**config.mk**
```make
export PLATFORM = sky130hd
export DESIGN_NAME = aes_host_sequencer
export DESIGN_NICKNAME = d
export VERILOG_FILES = /design/src/rtl/aes_host_sequencer.sv
export SDC_FILE = /design/constraint.sdc
export NUM_CORES = 1
export LEC_CHECK = 0
export ABC_AREA = 1
export ABC_CLOCK_PERIOD_IN_PS = 1420
export CAP_MARGIN = 20
export CORE_MARGIN = 3
export CORE_UTILIZATION = 45
export CTS_CLUSTER_DIAMETER = 200
export CTS_CLUSTER_SIZE = 30
export DETAILED_ROUTE_END_ITERATION = 8
export PLACE_DENSITY_LB_ADDON = 0.08
export SLEW_MARGIN = 20
export SYNTH_ARGS = -nofsm -noshare
export SYNTH_HDL_FRONTEND = slang
export SYNTH_SLANG_ARGS = --single-unit
export TNS_END_PERCENT = 100
```
**constraint.sdc**
```tcl
create_clock -name clk -period 1.42 [get_ports clk]
set_clock_uncertainty 0.15 [all_clocks]
set_input_delay 0.284 -clock clk [delete_from_list [all_inputs] [get_ports clk]]
set_output_delay 0.284 -clock clk [all_outputs]
set_load 0.01 [all_outputs]
```
**src/rtl/aes_host_sequencer.sv**
```systemverilog
// Byte-serial host front-end for the AES-128 core: loads key/plaintext, pulses the core buttons,
// waits for done and streams the ciphertext back. Optional watchdog: define AES_SEQ_TIMEOUT_EN.
module aes_host_sequencer #(
  parameter int BTN_CYCLES     = 2,
  parameter int TIMEOUT_CYCLES = 4096
) (
  input  logic         clk,
  input  logic         rst,
  input  logic         in_valid,
  output logic         in_ready,
  input  logic [7:0]   in_byte,
  output logic         out_valid,
  input  logic         out_ready,
  output logic [7:0]   out_byte,
  output logic [127:0] key,
  output logic [127:0] plain_text,
  output logic         entr_new_pair_btn,
  output logic         strt_btn,
  input  logic         done,
  input  logic [127:0] cipher_text,
  output logic         busy,
  output logic         err
);

  typedef enum logic [2:0] {
    LOAD_KEY, LOAD_PT, NEWPAIR, START, WAIT_DONE, UNLOAD
  } state_e;

  localparam logic [3:0] BTN_LAST = 4'(BTN_CYCLES - 1);

  if (BTN_CYCLES < 1 || BTN_CYCLES > 15 || TIMEOUT_CYCLES < 1) begin : g_bad_param
    $error("aes_host_sequencer: BTN_CYCLES must be 1..15 and TIMEOUT_CYCLES >= 1");
  end

  state_e       state_q, state_d;
  logic [3:0]   cnt_q, cnt_d;
  logic [127:0] key_q, key_d;
  logic [127:0] pt_q, pt_d;
  logic [127:0] shift_q, shift_d;
  logic         done_q;
  logic         done_rise;
  logic         tmo_hit;

  // done_q tracks done every cycle so a level already high on WAIT_DONE entry is not an edge
  assign done_rise = done && !done_q;

  always_comb begin
    state_d = state_q;
    cnt_d   = cnt_q;
    key_d   = key_q;
    pt_d    = pt_q;
    shift_d = shift_q;
    unique case (state_q)
      LOAD_KEY: if (in_valid) begin
        key_d = {key_q[119:0], in_byte};
        cnt_d = cnt_q + 4'd1;
        if (cnt_q == 4'd15) begin
          cnt_d   = 4'd0;
          state_d = LOAD_PT;
        end
      end
      LOAD_PT: if (in_valid) begin
        pt_d  = {pt_q[119:0], in_byte};
        cnt_d = cnt_q + 4'd1;
        if (cnt_q == 4'd15) begin
          cnt_d   = 4'd0;
          state_d = NEWPAIR;
        end
      end
      NEWPAIR: begin
        cnt_d = cnt_q + 4'd1;
        if (cnt_q == BTN_LAST) begin
          cnt_d   = 4'd0;
          state_d = START;
        end
      end
      START: begin
        cnt_d = cnt_q + 4'd1;
        if (cnt_q == BTN_LAST) begin
          cnt_d   = 4'd0;
          state_d = WAIT_DONE;
        end
      end
      WAIT_DONE: begin
        if (done_rise) begin
          shift_d = cipher_text;
          state_d = UNLOAD;
        end else if (tmo_hit) begin
          state_d = LOAD_KEY;
        end
      end
      UNLOAD: if (out_ready) begin
        shift_d = {shift_q[119:0], 8'h00};
        cnt_d   = cnt_q + 4'd1;
        if (cnt_q == 4'd15) begin
          cnt_d   = 4'd0;
          state_d = LOAD_KEY;
        end
      end
      default: state_d = LOAD_KEY;
    endcase
  end

  always_ff @(posedge clk or negedge rst) begin
    if (!rst) begin
      state_q <= LOAD_KEY;
      cnt_q   <= 4'd0;
      key_q   <= '0;
      pt_q    <= '0;
      shift_q <= '0;
      done_q  <= 1'b0;
    end else begin
      state_q <= state_d;
      cnt_q   <= cnt_d;
      key_q   <= key_d;
      pt_q    <= pt_d;
      shift_q <= shift_d;
      done_q  <= done;
    end
  end

`ifdef AES_SEQ_TIMEOUT_EN
  logic [31:0] tmo_q, tmo_d;
  logic        err_q, err_d;

  // counts WAIT_DONE cycles; any other state holds it at zero so each entry starts fresh
  always_comb begin
    tmo_d = (state_q == WAIT_DONE) ? tmo_q + 32'd1 : 32'd0;
    err_d = err_q | tmo_hit;
  end

  assign tmo_hit = (state_q == WAIT_DONE) && !done_rise &&
                   (tmo_q == 32'(TIMEOUT_CYCLES - 1));

  always_ff @(posedge clk or negedge rst) begin
    if (!rst) begin
      tmo_q <= 32'd0;
      err_q <= 1'b0;
    end else begin
      tmo_q <= tmo_d;
      err_q <= err_d;
    end
  end

  assign err = err_q;
`else
  assign tmo_hit = 1'b0;
  assign err     = 1'b0;
`endif

  assign in_ready          = (state_q == LOAD_KEY) || (state_q == LOAD_PT);
  assign busy              = !in_ready;
  assign out_valid         = (state_q == UNLOAD);
  assign out_byte          = shift_q[127:120];
  assign entr_new_pair_btn = (state_q == NEWPAIR);
  assign strt_btn          = (state_q == START);
  assign key               = key_q;
  assign plain_text        = pt_q;

endmodule

```
==> reports/qor.yml <==
placed_design:
  dpl.cell_count: 2625
  io_buffers: 409
  gp_congestion: 0.8308
  dp_slack_ns: -0.4441
  dp_hpwl_um: 32500
routing:
  drcViolationCount: 0
  avgViaCountPerCell: 4.902
  routed_wirelength_um: 48730
  wire_per_inst_um: 17.37
  firstDrtPassIters: 5
  ant_nets: 0
  dr_total_vias: 13750
  drt_iter0_drc: 861
timing:
  max_freq_mhz: 516.0
  finalHoldViolCount: 0
  fin_crit_sh_pct: 136.5
  setup_violations: 660
  timing.final.ws_setup_ns: -0.5180
  report.final.slew_viol_count: 0
  setup-tns-final_ns: -155.80
  rsz0062_at_grt: "yes"
  fin_crit_ns: 1.938
worst_setup_path:
  critPathKind: "flop to output pin"
  crit_path_end_kind: "output pin"
  crit_buf_inv: 4
  worstPathArrival_ns: 1.50
  cp-start-kind: "flop"
  cp_max_fo: 4
  required_ns: 0.99
  critPathTopFamily: "flip-flops"
  crit_chain: "buf_6 -> inv_6 -> nand3_4 -> nand2_4 -> inv_2 -> buf_6"
  cp_slowest_cell: "dfrtp_1"
  path_common_cell: "buf_6"
  critPathMaxStageDelay_ns: 0.45
cells_and_area:
  most-common-layout-cells: "391 x dfrtp_1, 263 x nand2_1, 238 x o21ai_1"
  final_core_util_pct: 67.20
  areaGrowthSynthToFinish_pct: 46.55
  fin_nets: 2485
  fill_cells: 2900
  final_cells: 2805
  drive_above_1_share_pct: 31.57
  final_common_cell: "dfrtp_1"
global_routing:
  antenna_found_initial: 2
  grt_usage_pct: 23.28
  overflow: 0
  grt_pass1_vias: 13330
  grt_start_max_net_pins: 62
  grt_pass1_wl_um: 72370
cts:
  tritoncts: "yes"
  cts_buffers: 17
  clkLatencyLatePin_ns: 0.52
  clockBufferDepth: 3
  cts_root_buf: "clkbuf_16"
  clock-sinks: 392
  htree_num_levels: 1
  clkSlewWorstSetupHoldPaths_ns: 0.12
die:
  coreArea_um2: 35740
  rows: 69
  io_pins: 411
  dieWidth_um: 196.8
  start_util_pct: 45.86
  fp.dieH_um: 196.8
  dieArea_um2: 38750
power:
  sequentialPowerShare_pct: 38.9
  clkPwrFrac_pct: 12.5
  p_switching_w: 0.01688
  internal-power_w: 0.02844
  combPwrFrac_pct: 48.7
  p_per_area_nw_per_um2: 1887
  vdd_drop_max_v: 0.001269
  p_leak_nw: 11.46
  swShare_pct: 37.24
yosys:
  synthDistinctLibCells: 28
  synth-seq-cells: 392
  ys_seq_area_share_pct: 59.85
  netlist_instances: 1732
  yosys_warnings: 0
  netlist_area_um2: 16390
  syn_avg_cell_area_um2: 9.463
  synth_fp_nets: 1875
min_path:
  hold_path.class: "primary input to asynchronous set/reset pin"
outcome:
  violations: "setup timing"
  status: "complete, but fails checks"
run:
  cap_viol_max_count: 0
## flip-flops by register name (all words and copies together) (netlist names)
register    count
shift_q       128
plain_text    128
key           128
done_q          1
state_q         3
cnt_q           4
## path summary, 6_finish.rpt
kind | start | end | slack [ns] | depth (start not counted)
min reg2reg | shift_q[48] | shift_q[48] | 0.34 | 2
min | rst | key[103] | 0.06 | 2
max | state_q[2] | busy | -0.52 | 6
min in group clk | done | done_q | 0.09 | 1
max in group asynchronous | rst | key[113] | 0.38 | 3
max reg2reg | state_q[2] | plain_text[59] | -0.51 | 11
## cell usage after synthesis
cell type  instances  area (um2)
a21oi_1           81       405.4
a21oi_2           50       437.9
buf_2             76       380.4
buf_4             15       112.6
buf_6             21       236.5
clkbuf_1          10       37.54
conb_1             1       3.750
dfrtp_1          392        9809
ha_1               2       25.02
inv_1            139       521.8
inv_2              2       7.510
inv_4              1       6.260
nand2_1          287        1077
nand3_1            8       40.04
nand3_2            1       10.01
nand3_4            2       35.03
nand4_2            2       25.02
nor2_1           132       495.5
nor2_2             1       6.260
nor2_4             1       11.26
o211ai_1           1       7.510
o21ai_0          245        1226
o21ai_1          139       695.7
o21bai_1           1       7.510
or2_0             63       394.1
or2_1             49       306.5
or2_2              8       50.05
xnor2_1            2       17.52
## repair_timing
action,4_1_cts,5_1_grt
pin swaps,4,5
endpoints found under the setup margin,660,660
hold endpoints to repair,392,0
hold buffers,1,0
gates resized for setup,1302,146
buffers inserted,112,12
gates cloned,12,23
## routing by layer
metal,up-vias,global-route usage [%],share of wire [%]
li1,6767,-,-
met1,6566,31.80,42
met2,365,38.27,47
met3,53,5.419,7.7
met4,0,5.385,2.5
met5,-,0,0
## cells by family (layout without fill, tap and decap cells)
family | count (synthesis) | in the layout | synth area share (%)
buffers and inverters | 264 | 873 | 7.947
and+or+nand+nor | 554 | 554 | 14.96
AOI/OAI and AO/OA | 517 | 517 | 16.96
adders and majority gates | 2 | 2 | 0.1527
xor gates and xnor gates | 2 | 2 | 0.1069
DFF | 392 | 392 | 59.85
other | 1 | 4 | 0.02288
## metrics by stage
stage	cell area, um2	hold WS [ns]	power, W
after floorplan	16540	-0.1616	0.02524
after global placement	21840	0.03823	0.03700
final	24020	0.06456	0.04531
after global routing	24010	0.06664	0.04828
after CTS	22980	0.05966	0.04431
after detailed placement	21840	0.03680	0.03745
## final cells by class
cell class / count / area [um2] / area share [%]
Timing Repair Buffer: 713 / 6957 / 28.96
Clock buffer: 17 / 425.4 / 1.771
Clock inverter: 1 / 30.03 / 0.1250
Inverter: 142 / 545.5 / 2.271
Sequential cell: 392 / 9811 / 40.85
Tap cell: 461 / 576.8 / 2.402
Antenna cell: 3 / 7.507 / 0.03126
Multi-Input combinational cell: 1076 / 5665 / 23.59
## power by group through the flow
stage / Clock, W / Sequential [W] / Combinational [W]
detailed placement: 0 / 0.0178 / 0.0197
floorplan: 0 / 0.0192 / 0.00608
global placement: 0 / 0.0177 / 0.0193
CTS: 0.00586 / 0.0175 / 0.0209
finish: 0.00565 / 0.0176 / 0.0221
global route: 0.00622 / 0.0181 / 0.0240
No activity file was read; power rests on OpenSTA's default activity.
